--- src/rtl/draw_celownik.sv ---
// ---------------------------------------------------------------------------
// draw_celownik
//
// Crosshair overlay stage of the VGA pixel pipeline. It sits directly
// upstream of the 64x64 crosshair sprite ROM. It produces the sprite ROM
// address from the pixel counters and the latched crosshair position. One
// clock later it takes the ROM pixel and merges it over the background pixel.
// Sprite pixels equal to KEY_RGB are treated as transparent. The VGA timing
// bus is delayed by the same 3 clocks, so every output stays pixel-aligned.
//
// Optional feature (compile-time macro): CELOWNIK_BLINK_EN
//   When it is defined, a frame counter blinks the crosshair. The crosshair is
//   shown for BLINK_FRAMES frames, then hidden for BLINK_FRAMES frames.
//   When it is undefined, the crosshair is always visible.
//
// Ports:
//   clk         pixel clock
//   rst_n       asynchronous active-low reset
//   hcount_in   horizontal pixel counter (11 bit)
//   vcount_in   vertical line counter (11 bit)
//   hsync_in    horizontal sync
//   hblnk_in    horizontal blank
//   vsync_in    vertical sync
//   vblnk_in    vertical blank
//   rgb_in      background pixel (12 bit)
//   xpos, ypos  crosshair centre, unsigned 12 bit
//   rom_rgb     sprite ROM pixel, valid 1 clk after rom_addr
//   rom_addr    sprite ROM address {addry[5:0], addrx[5:0]}
//   *_out       timing bus and counters delayed by 3 clk
//   rgb_out     merged pixel, 3 clk after rgb_in
// ---------------------------------------------------------------------------
module draw_celownik #(
  parameter int          SPRITE_W     = 64,
  parameter int          SPRITE_H     = 64,
`ifdef CELOWNIK_BLINK_EN
  parameter int          BLINK_FRAMES = 16,
`endif
  parameter logic [11:0] KEY_RGB      = 12'h0F0
) (
  input  logic        clk,
  input  logic        rst_n,
  input  logic [10:0] hcount_in,
  input  logic [10:0] vcount_in,
  input  logic        hsync_in,
  input  logic        hblnk_in,
  input  logic        vsync_in,
  input  logic        vblnk_in,
  input  logic [11:0] rgb_in,
  input  logic [11:0] xpos,
  input  logic [11:0] ypos,
  input  logic [11:0] rom_rgb,
  output logic [11:0] rom_addr,
  output logic [10:0] hcount_out,
  output logic [10:0] vcount_out,
  output logic        hsync_out,
  output logic        hblnk_out,
  output logic        vsync_out,
  output logic        vblnk_out,
  output logic [11:0] rgb_out
);

  localparam logic signed [12:0] HALF_W = 13'(SPRITE_W / 2);
  localparam logic signed [12:0] HALF_H = 13'(SPRITE_H / 2);
  localparam logic signed [12:0] W13    = 13'(SPRITE_W);
  localparam logic signed [12:0] H13    = 13'(SPRITE_H);

  logic        vblnk_prev;
  logic        vblnk_rise;
  logic [11:0] x_lat;
  logic [11:0] y_lat;
  logic        blink_hide;

  logic signed [12:0] ox, oy, dx, dy;
  logic               in_box_c;

  logic [10:0] hcount_d1, vcount_d1, hcount_d2, vcount_d2;
  logic        hsync_d1, hblnk_d1, vsync_d1, vblnk_d1;
  logic        hsync_d2, hblnk_d2, vsync_d2, vblnk_d2;
  logic [11:0] rgb_d1, rgb_d2;
  logic        in_box_d1, in_box_d2;

  assign vblnk_rise = vblnk_in && !vblnk_prev;

  // The position is sampled only at the start of vertical blank, so the
  // crosshair never tears or jumps in the middle of a frame.
  always_ff @(posedge clk or negedge rst_n) begin
    if (!rst_n) begin
      vblnk_prev <= 1'b0;
      x_lat      <= '0;
      y_lat      <= '0;
    end else begin
      vblnk_prev <= vblnk_in;
      if (vblnk_rise) begin
        x_lat <= xpos;
        y_lat <= ypos;
      end
    end
  end

`ifdef CELOWNIK_BLINK_EN
  localparam int FCW = (2 * BLINK_FRAMES > 1) ? $clog2(2 * BLINK_FRAMES) : 1;

  logic [FCW-1:0] frame_cnt;

  // Counts frames modulo 2*BLINK_FRAMES. The upper half of the count hides
  // the crosshair.
  always_ff @(posedge clk or negedge rst_n) begin
    if (!rst_n) begin
      frame_cnt <= '0;
    end else if (vblnk_rise) begin
      if (frame_cnt == FCW'(2 * BLINK_FRAMES - 1)) frame_cnt <= '0;
      else                                         frame_cnt <= frame_cnt + 1'b1;
    end
  end

  assign blink_hide = (frame_cnt >= FCW'(BLINK_FRAMES));
`else
  assign blink_hide = 1'b0;
`endif

  // The sprite origin may be negative, which clips at the left/top edge. The
  // 13-bit signed arithmetic keeps large hcount values, such as 2047, from
  // aliasing into the box.
  always_comb begin
    ox       = $signed({1'b0, x_lat}) - HALF_W;
    oy       = $signed({1'b0, y_lat}) - HALF_H;
    dx       = $signed({2'b00, hcount_in}) - ox;
    dy       = $signed({2'b00, vcount_in}) - oy;
    in_box_c = (dx >= 13'sd0) && (dx < W13) &&
               (dy >= 13'sd0) && (dy < H13) &&
               !hblnk_in && !vblnk_in && !blink_hide;
  end

  // Stage 1: this stage issues the ROM address. Outside the box the address
  // is parked at 0.
  always_ff @(posedge clk or negedge rst_n) begin
    if (!rst_n) begin
      rom_addr  <= '0;
      in_box_d1 <= 1'b0;
      hcount_d1 <= '0;
      vcount_d1 <= '0;
      hsync_d1  <= 1'b0;
      hblnk_d1  <= 1'b0;
      vsync_d1  <= 1'b0;
      vblnk_d1  <= 1'b0;
      rgb_d1    <= '0;
    end else begin
      rom_addr  <= in_box_c ? {dy[5:0], dx[5:0]} : 12'h000;
      in_box_d1 <= in_box_c;
      hcount_d1 <= hcount_in;
      vcount_d1 <= vcount_in;
      hsync_d1  <= hsync_in;
      hblnk_d1  <= hblnk_in;
      vsync_d1  <= vsync_in;
      vblnk_d1  <= vblnk_in;
      rgb_d1    <= rgb_in;
    end
  end

  // Stage 2: the ROM registers the address during this stage. This stage
  // only carries the side information along.
  always_ff @(posedge clk or negedge rst_n) begin
    if (!rst_n) begin
      in_box_d2 <= 1'b0;
      hcount_d2 <= '0;
      vcount_d2 <= '0;
      hsync_d2  <= 1'b0;
      hblnk_d2  <= 1'b0;
      vsync_d2  <= 1'b0;
      vblnk_d2  <= 1'b0;
      rgb_d2    <= '0;
    end else begin
      in_box_d2 <= in_box_d1;
      hcount_d2 <= hcount_d1;
      vcount_d2 <= vcount_d1;
      hsync_d2  <= hsync_d1;
      hblnk_d2  <= hblnk_d1;
      vsync_d2  <= vsync_d1;
      vblnk_d2  <= vblnk_d1;
      rgb_d2    <= rgb_d1;
    end
  end

  // Stage 3: this stage merges the pixel. A sprite pixel equal to the colour
  // key lets the background show through.
  always_ff @(posedge clk or negedge rst_n) begin
    if (!rst_n) begin
      hcount_out <= '0;
      vcount_out <= '0;
      hsync_out  <= 1'b0;
      hblnk_out  <= 1'b0;
      vsync_out  <= 1'b0;
      vblnk_out  <= 1'b0;
      rgb_out    <= '0;
    end else begin
      hcount_out <= hcount_d2;
      vcount_out <= vcount_d2;
      hsync_out  <= hsync_d2;
      hblnk_out  <= hblnk_d2;
      vsync_out  <= vsync_d2;
      vblnk_out  <= vblnk_d2;
      rgb_out    <= (in_box_d2 && (rom_rgb != KEY_RGB)) ? rom_rgb : rgb_d2;
    end
  end

endmodule

--- config.mk ---
export PLATFORM = sky130hd
export DESIGN_NAME = draw_celownik
export DESIGN_NICKNAME = d
export VERILOG_FILES = /design/src/rtl/draw_celownik.sv
export SDC_FILE = /design/constraint.sdc
export NUM_CORES = 1
export LEC_CHECK = 0
export CORE_MARGIN = 1.5
export CORE_UTILIZATION = 28
export DETAILED_ROUTE_END_ITERATION = 10
export HOLD_SLACK_MARGIN = 0.1
export RECOVER_POWER = 25
export SYNTH_ARGS = -nofsm -noshare
export SYNTH_HDL_FRONTEND = slang
export SYNTH_SLANG_ARGS = --single-unit
--- constraint.sdc ---
create_clock -name clk -period 5.5 [get_ports clk]
set_input_delay 1.65 -clock clk [delete_from_list [all_inputs] [get_ports clk]]
set_output_delay 1.65 -clock clk [all_outputs]
set_load 0.01 [all_outputs]
==> results_dict.tcl <==
set metrics [dict create \
    status "finished clean" \
    grt_pass1_vias 4034 \
    via_per_inst 4.44 \
    syn_area_um2 5900 \
    synthToLayoutAreaGrowth_pct 36.2 \
    core.rowCount 52 \
    r2r_cells 11 \
    synth_cells 446 \
    ys_ff_latch 152 \
    setup_viol 0 \
    critPathKind "input pin to flop" \
    min_from "hcount_d2[5]$_DFF_PN0_" \
    grt_pass1_wl_mm 20.6 \
    wire_per_inst_um 14.9 \
    drive_gt1_share_pct 11.9 \
    drv_cap 0 \
    rsz0062_at_grt "no" \
    cp_cell_sequence "dlygate4sd3_1 -> ha_1 -> ha_1 -> fa_1 -> a21oi_1 -> o21ai_2 -> and3_1 -> or4b_1 -> nor4_4 -> nand3b_1 -> nor4_1" \
    power_density_nw_per_um2 360 \
    avgSynthCellArea_um2 13.2 \
    dr.pass1.iters 4 \
    postCtsHoldBufs 0 \
    r2r-start "x_lat[1]$_DFFE_PN0P_" \
    synth_nets 568 \
    crit_path_frequent_cell "ha_1" \
    end_kind "flop" \
    drc 0 \
    portBuffers 125 \
    die_width_um 148 \
    ys_seq_area_share_pct 64.5 \
    drt_wl_total_mm 12.9 \
    cts.htree.levels 4 \
    clkLatencyLatePin_ns 0.42 \
    hp-class "flop to flop" \
    antenna_found_initial 0 \
    min_period_ns 4.99 \
    hold_depth 0 \
    peakVddDrop_mv 0.159 \
    final_nets 704 \
    dpl.hpwl_mm 9.33 \
    place_congestion 0.803 \
    power.total_mw 2.89 \
    p_leak_nw 3.51 \
    crit_path_start_kind "input pin" \
    grt_max_degree 99 \
    drt_iter0_markers 140 \
    tns_ns 0 \
    cts-root-buf "clkbuf_16" \
    r2r_setup_slack_ns 1.98 \
    hold_violations 0 \
    critPathArrivalTime_ns 5.28 \
    fin_hold_ws_ns 0.343 \
    cts_made_buffers 17 \
    cts_tree "done" \
    cts.path.max_buffers 2 \
    final_antenna_net_count 0 \
    path_max_fanout 13 \
    vias 3842 \
    worstReg2RegEnd "rom_addr[0]$_DFF_PN0_" \
    tightest_slew_ns 1.33 \
    die_y_um 148 \
    coreArea_um2 20400 \
    hold_end "hcount_out[5]$_DFF_PN0_" \
    place_area_um2 7480 \
    grt.overflow.total 0 \
    cts_setup_buffers 0 \
    antennaDiodeCount 0 \
    async_flop_share_pct 100 \
    io_pins 126 \
    synth_edf_count 0 \
    critical_path_required_ns 5.79 \
    fmax_mhz 201 \
    stdcell_area_um2 8040 \
    track_usage_pct 12.3 \
    cts.sinks 152 \
    yosys_warnings 0 \
    maxSlewViolCount 0 \
    clkSlewWorstSetupHoldPaths_ns 0.07 \
    fillers 1943 \
    dieArea_um2 22000 \
    worst_clock_skew_ns 0.00867 \
    synth_ff_type "dfrtp_1" \
    critPathSlowestCell "nor4_4" \
    relSlewSlack_pct 11.5 \
    slowest_delay_ns 0.65 \
    finalCritPeriodShare_pct 90.7 \
    synth.distinct_cells 47 \
    setup_ws_ns 0.514 \
    initial_core_util_pct 28.9 \
    place_ws_ns 0.209 \
    cts_resized 0 \
]
## cells in the mapped netlist (7+ instances only)
cell type  instances  area (µm²)
mux2_2            16         180
ha_1              44         551
nor2_1            14        52.6
a21oi_1           14        70.1
a31oi_1            7        43.8
dfrtp_1          152        3800
nand2_1           33         124
inv_1             36         135
clkbuf_1           8        30.0
nand3_1           15        75.1
nor4_2            10         125
o21ai_0           27         135
xnor2_1            7        61.3
## sequential cells by signal (all words and copies together), names as in the netlist, 11 cells and up
signal      flops
rom_addr       12
hcount_out     11
rgb_out        12
rgb_d2         12
hcount_d1      11
vcount_out     11
y_lat          12
hcount_d2      11
x_lat          12
vcount_d1      11
vcount_d2      11
rgb_d1         12
## cell type report
cell class                      count  area [µm²]  share of cell area (%)
Sequential cell                   152        3800                    47.3
Clock inverter                     13         108                    1.34
Timing Repair Buffer              130        1290                    16.0
Inverter                           36         135                    1.68
Multi-Input combinational cell    245        1910                    23.8
Clock buffer                       19         453                    5.64
Tap cell                          270         338                    4.20
## worst max-delay path: cells and delay by family
family                   cells  cell delay, ns
adder cells (fa/ha/maj)      3            0.99
AO/OA/AOI/OAI                2            0.31
buffers and inverters        1            0.57
AND/OR/NAND/NOR              5            1.77
## power breakdown
part / internal (mW) / total (mW) / switching, mW
combinational: 0.248 / 0.585 / 0.337
clock: 0.615 / 1.11 / 0.491
sequential: 1.18 / 1.20 / 0.0173
## placed cells by master, fill, tap and decap left out, drive strengths merged, types with 2 or more instances in the layout
cell type      count
dfrtp            152
clkdlybuf4s50    101
ha                44
inv               44
nand2             33
o21ai             28
dlygate4sd3       23
clkbuf            19
mux2              16
nand3             15
a21oi             15
nor4              15
nor2              14
a31oi              7
xnor2              7
a21o               6
buf                6
nand2b             4
o22ai              4
a211oi             4
and3               3
xor2               3
clkinv             3
nor2b              3
nor4b              2
o211ai             2
nand3b             2
fa                 2
clkinvlp           2
## per-stage QoR
step / util, % / cells
6_report: 39.3 / 865
3_5_place_dp: 36.6 / 833
4_1_cts: 39.3 / 865
2_1_floorplan: - / 446
3_3_place_gp: 36.6 / 833
5_1_grt: 39.3 / 865
## per-layer routing
layer  up-vias  wire length [µm]  track usage, %
met3        13               758            3.74
met1      1879              5960            15.3
met5         -                 0               0
met2       132              6040            20.1
met4         0               161            4.26
li1       1818                 -               -
## logic make-up (layout without fill, tap and decap cells)
| family | count (synthesis) | count (layout) | synth area share (%) |
|---|---|---|---|
| compound gates | 76 | 76 | 8.14 |
| xor+xnor | 10 | 10 | 1.48 |
| fa+ha+maj | 46 | 46 | 10.0 |
| buf+inv | 49 | 198 | 3.33 |
| flops | 152 | 152 | 64.5 |
| mux | 16 | 16 | 3.05 |
| simple gates | 97 | 97 | 9.52 |
## worst max-delay path by stage
stage	start	end	cells past startpoint
2_1_floorplan	hcount_in[1]	rom_addr[2]$_DFF_PN0_	11
3_3_place_gp	hcount_in[1]	rom_addr[1]$_DFF_PN0_	11
3_5_place_dp	hcount_in[1]	rom_addr[0]$_DFF_PN0_	11
4_1_cts	hcount_in[1]	rom_addr[0]$_DFF_PN0_	11
5_1_grt	hcount_in[1]	rom_addr[0]$_DFF_PN0_	11
6_report	hcount_in[1]	rom_addr[0]$_DFF_PN0_	11
(Power assumes the default switching activity.)
